## config.mk

```make
export PLATFORM = sky130hd
export DESIGN_NAME = muldiv_scheduler
export DESIGN_NICKNAME = d
export VERILOG_FILES = /design/src/rtl/muldiv_scheduler.sv
export SDC_FILE = /design/constraint.sdc
export NUM_CORES = 1
export LEC_CHECK = 0
export CAP_MARGIN = 10
export CORE_UTILIZATION = 45
export DETAILED_ROUTE_END_ITERATION = 10
export PLACE_DENSITY = 0.77
export SYNTH_ARGS = -nofsm -noshare
export SYNTH_HDL_FRONTEND = slang
export SYNTH_SLANG_ARGS = --single-unit
export TNS_END_PERCENT = 50
```

## constraint.sdc

```tcl
create_clock -name clock -period 2.4 [get_ports clock]
set_clock_uncertainty 0.15 [all_clocks]
set_input_delay 0.36 -clock clock [delete_from_list [all_inputs] [get_ports clock]]
set_output_delay 0.36 -clock clock [all_outputs]
set_load 0.01 [all_outputs]
```

## src/rtl/muldiv_scheduler.sv

```systemverilog
// Issue/stall/writeback sequencer for the shared iterative mul/div/clmul unit.
// One op in flight: accept in IDLE, count down in RUN, strobe writeback in WB.
module muldiv_scheduler #(
    parameter int unsigned MUL_CYCLES   = 4,
    parameter int unsigned DIV_CYCLES   = 33,
    parameter int unsigned CLMUL_CYCLES = 32,
    parameter int unsigned CW           = 6
) (
    input  logic       reset,
    input  logic       clock,
    input  logic       issue_valid,
    input  logic       issue_mult,
    input  logic       issue_division,
    input  logic       issue_bitc,
    input  logic [4:0] issue_waddr,
    input  logic       issue_wren,
    input  logic [4:0] issue_raddr1,
    input  logic [4:0] issue_raddr2,
    input  logic       issue_rden1,
    input  logic       issue_rden2,
    input  logic       flush,
    input  logic       unit_early_done,
    output logic       unit_start,
    output logic [1:0] unit_sel,
    output logic       unit_kill,
    output logic       stall,
    output logic       busy,
    output logic       hazard,
    output logic       wb_valid,
    output logic [4:0] wb_waddr,
    output logic       wb_wren
);

    typedef enum logic [1:0] {StIdle, StRun, StWb} state_t;

    state_t        state_q, state_d;
    logic [CW-1:0] cnt_q, cnt_d;
    logic [1:0]    sel_q, sel_d;
    logic [4:0]    waddr_q, waddr_d;
    logic          wren_q, wren_d;
    logic          start_q, start_d;

    logic          req;
    logic          accept;
    logic [1:0]    req_sel;
    logic [CW-1:0] req_lat;
    logic          src1_hit;
    logic          src2_hit;

    assign req    = issue_valid & (issue_mult | issue_division | issue_bitc);
    assign accept = (state_q == StIdle) & req & ~flush;

    // Division outranks mult, mult outranks bitc when decode sets several flags.
    always_comb begin
        req_sel = 2'b11;
        req_lat = CW'(CLMUL_CYCLES - 1);
        if (issue_division) begin
            req_sel = 2'b10;
            req_lat = CW'(DIV_CYCLES - 1);
        end else if (issue_mult) begin
            req_sel = 2'b01;
            req_lat = CW'(MUL_CYCLES - 1);
        end
    end

    always_comb begin
        state_d = state_q;
        cnt_d   = cnt_q;
        sel_d   = sel_q;
        waddr_d = waddr_q;
        wren_d  = wren_q;
        start_d = 1'b0;
        unique case (state_q)
            StIdle: begin
                if (accept) begin
                    state_d = StRun;
                    cnt_d   = req_lat;
                    sel_d   = req_sel;
                    waddr_d = issue_waddr;
                    wren_d  = issue_wren;
                    start_d = 1'b1;
                end
            end
            StRun: begin
                if (cnt_q != '0) begin
                    cnt_d = cnt_q - CW'(1);
                end
                if (flush) begin
                    state_d = StIdle;
                    sel_d   = 2'b00;
                end else if ((cnt_q == '0) || unit_early_done) begin
                    state_d = StWb;
                end
            end
            StWb: begin
                state_d = StIdle;
                sel_d   = 2'b00;
            end
            default: begin
                state_d = StIdle;
                sel_d   = 2'b00;
            end
        endcase
    end

    always_ff @(posedge clock or negedge reset) begin
        if (!reset) begin
            state_q <= StIdle;
            cnt_q   <= '0;
            sel_q   <= 2'b00;
            waddr_q <= 5'd0;
            wren_q  <= 1'b0;
            start_q <= 1'b0;
        end else begin
            state_q <= state_d;
            cnt_q   <= cnt_d;
            sel_q   <= sel_d;
            waddr_q <= waddr_d;
            wren_q  <= wren_d;
            start_q <= start_d;
        end
    end

    assign unit_start = start_q;
    assign unit_sel   = sel_q;
    assign busy       = (state_q != StIdle);
    assign stall      = accept | (state_q == StRun);
    assign unit_kill  = flush & ((state_q == StRun) | (state_q == StWb));
    assign wb_valid   = (state_q == StWb);
    assign wb_waddr   = wb_valid ? waddr_q : 5'd0;
    assign wb_wren    = wb_valid & wren_q;

    // Register x0 never carries a dependency.
    assign src1_hit = issue_rden1 & (issue_raddr1 == waddr_q);
    assign src2_hit = issue_rden2 & (issue_raddr2 == waddr_q);
    assign hazard   = busy & wren_q & (waddr_q != 5'd0) & (src1_hit | src2_hit);

endmodule

```

* Word level (Yosys, flattened, before mapping) *
Cells that the tools add are included.

storage, ports and cells
  flip-flop bits (word level) = 17
  bits of input ports = 26
  output and inout port bits = 14
  logic and storage cells = 59

cells by class
  add/sub/neg operators = 1
  equality and inequality tests = 8
  mux-type cells = 17
  bitwise gates (word level) = 16
  reduce and logical (&&, ||, !) cells = 11

operators with widths
  kind                   number
  $mux W6                3
  $mux W2                7
  $pmux W6 S2            1
  $and A1 B1 Y1          10
  $eq A5 B5 Y1           2
  $mux W5                2
  $pmux W2 S2            2
  $logic_not A6 Y1       1
  $ne A2 B2 Y1 const B   3
  $reduce_and A2 Y1      3
  $reduce_bool A6 Y1     1
  $sub A6 B1 Y6 const B  1
  $or A1 B1 Y1           5
  $reduce_bool A5 Y1     1
  $reduce_bool A2 Y1     2
  $ne A3 B3 Y1 const B   1
  $reduce_and A3 Y1      1
  $eq A2 B1 Y1 const B   1
  $eq A2 B2 Y1 const B   1
  $logic_not A2 Y1       1
  $mux W1                2
  $logic_or A1 B1 Y1     1
  $not A1 Y1             1

* Longest topological paths before layout *
  depth in word-level cells = 7
  mapped depth = 8
  mapped depth without buffers = 6

* Least setup slack after synthesis *
Ideal clock, no wire load.

  path kind = reg-to-reg
  start point = register state_q[0]
  end point = register waddr_q[2]
  arrival = 1593 ps
  slack = 532 ps
  cell stages (with the launch flop) = 8
  buffers on the path = 2
  clock period less this slack = 1868 ps
  cell sequence = dfrtp_1 -> inv_1 -> ha_1 -> buf_2 -> nand3b_4 -> nor2_1 -> buf_4 -> mux2_2

between the ends
  word-level cells in the longest chain between the ends = 4

ends and longest elaborated chain
  element                                 RTL line  RTL
  start, declared                         36        state_t state_q, state_d;
  start signal, assigned                  108       state_q <= StIdle;
  start signal, assigned                  115       state_q <= state_d;
  $logic_not A2 Y1 (*)                    51, 73
  $and A1 B1 Y1 (2 in series)             51        assign accept = (state_q == StIdle) & req & ~flush;
  $reduce_and A2 Y1 (no source line) (*)  --
  end signal, assigned                    118       waddr_q <= waddr_d;
  end, declared                           39        logic [4:0] waddr_q, waddr_d;

Every way passes the cells marked *; elsewhere a longest branch is shown, timed or not.
A chain may end at the register's enable or synchronous reset.

* Final worst setup path *
  start point = register waddr_q[2]
  end point = output port hazard

between the ends
  word-level cells in the longest chain between the ends = 4
  elaborated cells between the ends (all ways) = 8

ends and longest elaborated chain
  element                                  RTL line  RTL
  $eq A5 B5 Y1, on equally long branches   134, 135
  $and A1 B1 Y1, on equally long branches  134, 135
  $or A1 B1 Y1                             136       assign hazard = busy & wren_q & (waddr_q != 5'd0) & (src1_hit | src2_hit);
  $and A1 B1 Y1 (*)                        136
  end, declared                            28        output logic hazard,

Marks and branches as above.

==> out/qor.txt <==
Run status - complete, no violations
Port bufs - 39
Most used DFF post-synth - sky130_fd_sc_hd__dfrtp_1
Count of distinct cell types in the synthesized netlist - 44
TritonCTS buffer count - 3
Post-layout min period - 2.29 ns
Clock network latency to the later pin of the worst-skew pair - 0.29 ns
Die extent in y - 53.8 um
TritonCTS clock tree - done
Worst relative slew slack - 0.722
Deepest clock path buffer count - 2
Overall die width - 53.8 um
Synth top area cells - sky130_fd_sc_hd__dfrtp_1, sky130_fd_sc_hd__xor2_1, sky130_fd_sc_hd__mux2_2
Area taken by flip-flops and latches - 428 sq um
Worst-Margin Slew - 0.415 ns
Nets@finish - 202
Worst setup path class - flip-flop to output pin
Sum Neg Setup Slack - 0 ns
Initial Util - 0.483
Number of nets still failing antenna checks after routing - 0
Lkg Pwr - 0.707 nW
I/O pin count - 40
Library cell contributing the largest single delay on the critical path - sky130_fd_sc_hd__or4_1
Min-Delay Path Class - primary input to async pin
Rows - 18
Yosys warning total - 0
Via count - 1146
Maximum frequency from static timing analysis - 436 MHz
Wire length of the first global-routing pass - 4760 um
Clk sink count - 17
Synth area leader - sky130_fd_sc_hd__dfrtp_1
Worst EP required - 1.89 ns
Largest net degree at the start of global routing - 14
Commonest cells after routing, fill and taps aside - sky130_fd_sc_hd__clkdlybuf4s50_1, sky130_fd_sc_hd__dfrtp_1, sky130_fd_sc_hd__inv_1, sky130_fd_sc_hd__buf_4
Overall global routing resource usage - 0.234
Gate count of the mapped netlist - 122
Flip-flop and latch count after synthesis - 17
Remaining Overflow, GRT - 0
Fraction of final layout cells with drive strength greater than 1 - 0.165
Critical path peak fanout - 5
Via count normalized by instance count - 5.73
Master cell of the clock root buffer - sky130_fd_sc_hd__clkbuf_4
Number of nets produced by synthesis - 153
Number of iterations in the first detailed-routing pass - 4
Reg clk slew, reported paths - 0.10 ns
Core occupancy in the finished layout - 0.686
Hold-fix buffers, CTS - 0
Post-synthesis cell area - 1210 sq um
Area taken by multi-input logic gates - 731 sq um
Number of endpoints failing setup at the final stage - 0
Total Die Area - 2900 sq um
Unrepaired setup endpoints after global routing - true
CP peak stage delay - 0.53 ns
Number of setup buffers added after CTS - 0
Routed wire length - 3140 um
Setup slack, reg-to-reg - 0.22 ns
Number of inserted diodes - 0
Setup crit end kind - output pin
Power per cell area - 982 nW/um^2
Slew Limit Fails - 0
Sequential fraction of the synthesis area - 0.352
HPWL reported at the end of detailed placement - 2470 um
Startpoint type of the worst setup path - flip-flop
Critical Path AT - 1.78 ns
Share of the synthesized area in the top cell type - 0.352
WL/cell - 15.7 um
Initial antenna violation count - 0
FILL cells - 202
Core ar. - 2500 sq um
Per-instance average area after synthesis - 9.91 sq um
DRC violations left - 0
DR iter-0 viols - 22
Number of flops mapped to enable cells by yosys - 0
Worst vdd rail ir drop - 0.000662 V
Area overhead of the layout relative to synthesis - 41.9%
Cells traversed along the worst timing path - or4_1, o211ai_1, a21oi_1, dlygate4sd2_1
Final weighted congestion in routability-driven placement - 0.963
Most common cell after layout, fill and taps aside - sky130_fd_sc_hd__clkdlybuf4s50_1
Via count of the first global-routing pass - 1044
Async S/R FF share, synth - 1.00
Final hold violation count - 0
Ratio of final minimum period to clock period - 0.956
Max-capacitance violation count - 0
Deepest level of the CTS H-tree - 1
-- metal layers --
layer	part of all wire	vias up	GRT usage
met3	0.097	10	0.0734
met5	0	-	0
met2	0.46	55	0.399
met1	0.42	534	0.290
li1	-	547	-
met4	0.015	0	0.0395
-- kinds of logic (layout without fill, tap and decap cells) --
logic type | count (synthesis) | count (layout) | synth area share
simple gates | 39 | 39 | 0.203
compound gates | 30 | 30 | 0.198
flops | 17 | 17 | 0.352
buf+inv | 13 | 61 | 0.0507
xor+xnor | 10 | 10 | 0.0725
mux | 8 | 8 | 0.0725
fa+ha+maj | 5 | 5 | 0.0518
-- report_power, final --
| part | leakage, nW | internal (mW) | total (mW) | switching, mW |
|---|---|---|---|---|
| Combinational | 0.491 | 0.500 | 0.945 | 0.445 |
| Clock | 0.0150 | 0.0646 | 0.153 | 0.0882 |
| Sequential | 0.201 | 0.418 | 0.587 | 0.169 |
-- per-stage QoR --
stage                     cell area, sq um  cells  worst slack, ns  hold slack (ns)  power, mW
final                                 1720    200            0.106            0.209       1.68
after global routing                  1720    200         -0.00883            0.237       1.81
after CTS                             1710    200           0.0299            0.210       1.69
after detailed placement              1680    196           -0.202            0.352       1.51
after global placement                1680    196           -0.149            0.342       1.47
after floorplan                       1210    122            0.532          -0.0856       1.13
-- worst paths after layout --
kind	start	end	cells past startpoint
setup / recovery	waddr_q[2]	hazard	4
hold / removal	reset	state_q[1]	1
setup reg to reg	cnt_q[0]	cnt_q[2]	6
hold reg to reg	unit_sel[1]	unit_sel[1]	2
max in group asynchronous	reset	waddr_q[2]	2
min in group clock	unit_sel[1]	unit_sel[1]	2
-- sequential cells by signal (all words and copies together), names as in the netlist --
signal and cells:
cnt_q 6, waddr_q 5, state_q 2, unit_sel 2
unit_start 1, wren_q 1
-- worst max-delay path: cells and delay by family (launching register included) --
family / cells / cell delay [ns]
simple gates: 1 / 0.53
flops: 1 / 0.45
buf+inv: 1 / 0.28
compound gates: 2 / 0.24
-- Yosys cell counts (2+ instances only) --
| master | n |
|---|---|
| sky130_fd_sc_hd__dfrtp_1 | 17 |
| sky130_fd_sc_hd__inv_1 | 9 |
| sky130_fd_sc_hd__and2_1 | 8 |
| sky130_fd_sc_hd__xor2_1 | 8 |
| sky130_fd_sc_hd__mux2_2 | 6 |
| sky130_fd_sc_hd__nor3_1 | 6 |
| sky130_fd_sc_hd__o21ai_0 | 6 |
| sky130_fd_sc_hd__ha_1 | 5 |
| sky130_fd_sc_hd__nand2_1 | 5 |
| sky130_fd_sc_hd__a21oi_1 | 4 |
| sky130_fd_sc_hd__nor2_1 | 4 |
| sky130_fd_sc_hd__nand3_1 | 3 |
| sky130_fd_sc_hd__nor4_1 | 3 |
| sky130_fd_sc_hd__a21boi_0 | 2 |
| sky130_fd_sc_hd__a2bb2oi_1 | 2 |
| sky130_fd_sc_hd__mux2i_1 | 2 |
| sky130_fd_sc_hd__nor3b_1 | 2 |
| sky130_fd_sc_hd__o211ai_1 | 2 |
| sky130_fd_sc_hd__o2bb2ai_1 | 2 |
| sky130_fd_sc_hd__xnor2_1 | 2 |
-- area by class of cell --
class / count / share of cell area
Clock buffer: 4 / 0.0153
Tap cell: 30 / 0.0219
Inverter: 9 / 0.0197
Sequential cell: 17 / 0.249
Multi-Input combinational cell: 92 / 0.426
Timing Repair Buffer: 48 / 0.268
-- repair_timing --
| action | 4_1_cts | 5_1_grt |
|---|---|---|
| endpoints found under the setup margin | 1 | 2 |
| hold endpoints to repair | 0 | 0 |
| gates cloned | 0 | 0 |
| gates resized for setup | 3 | 3 |
Power figures use the tool's default switching activity.
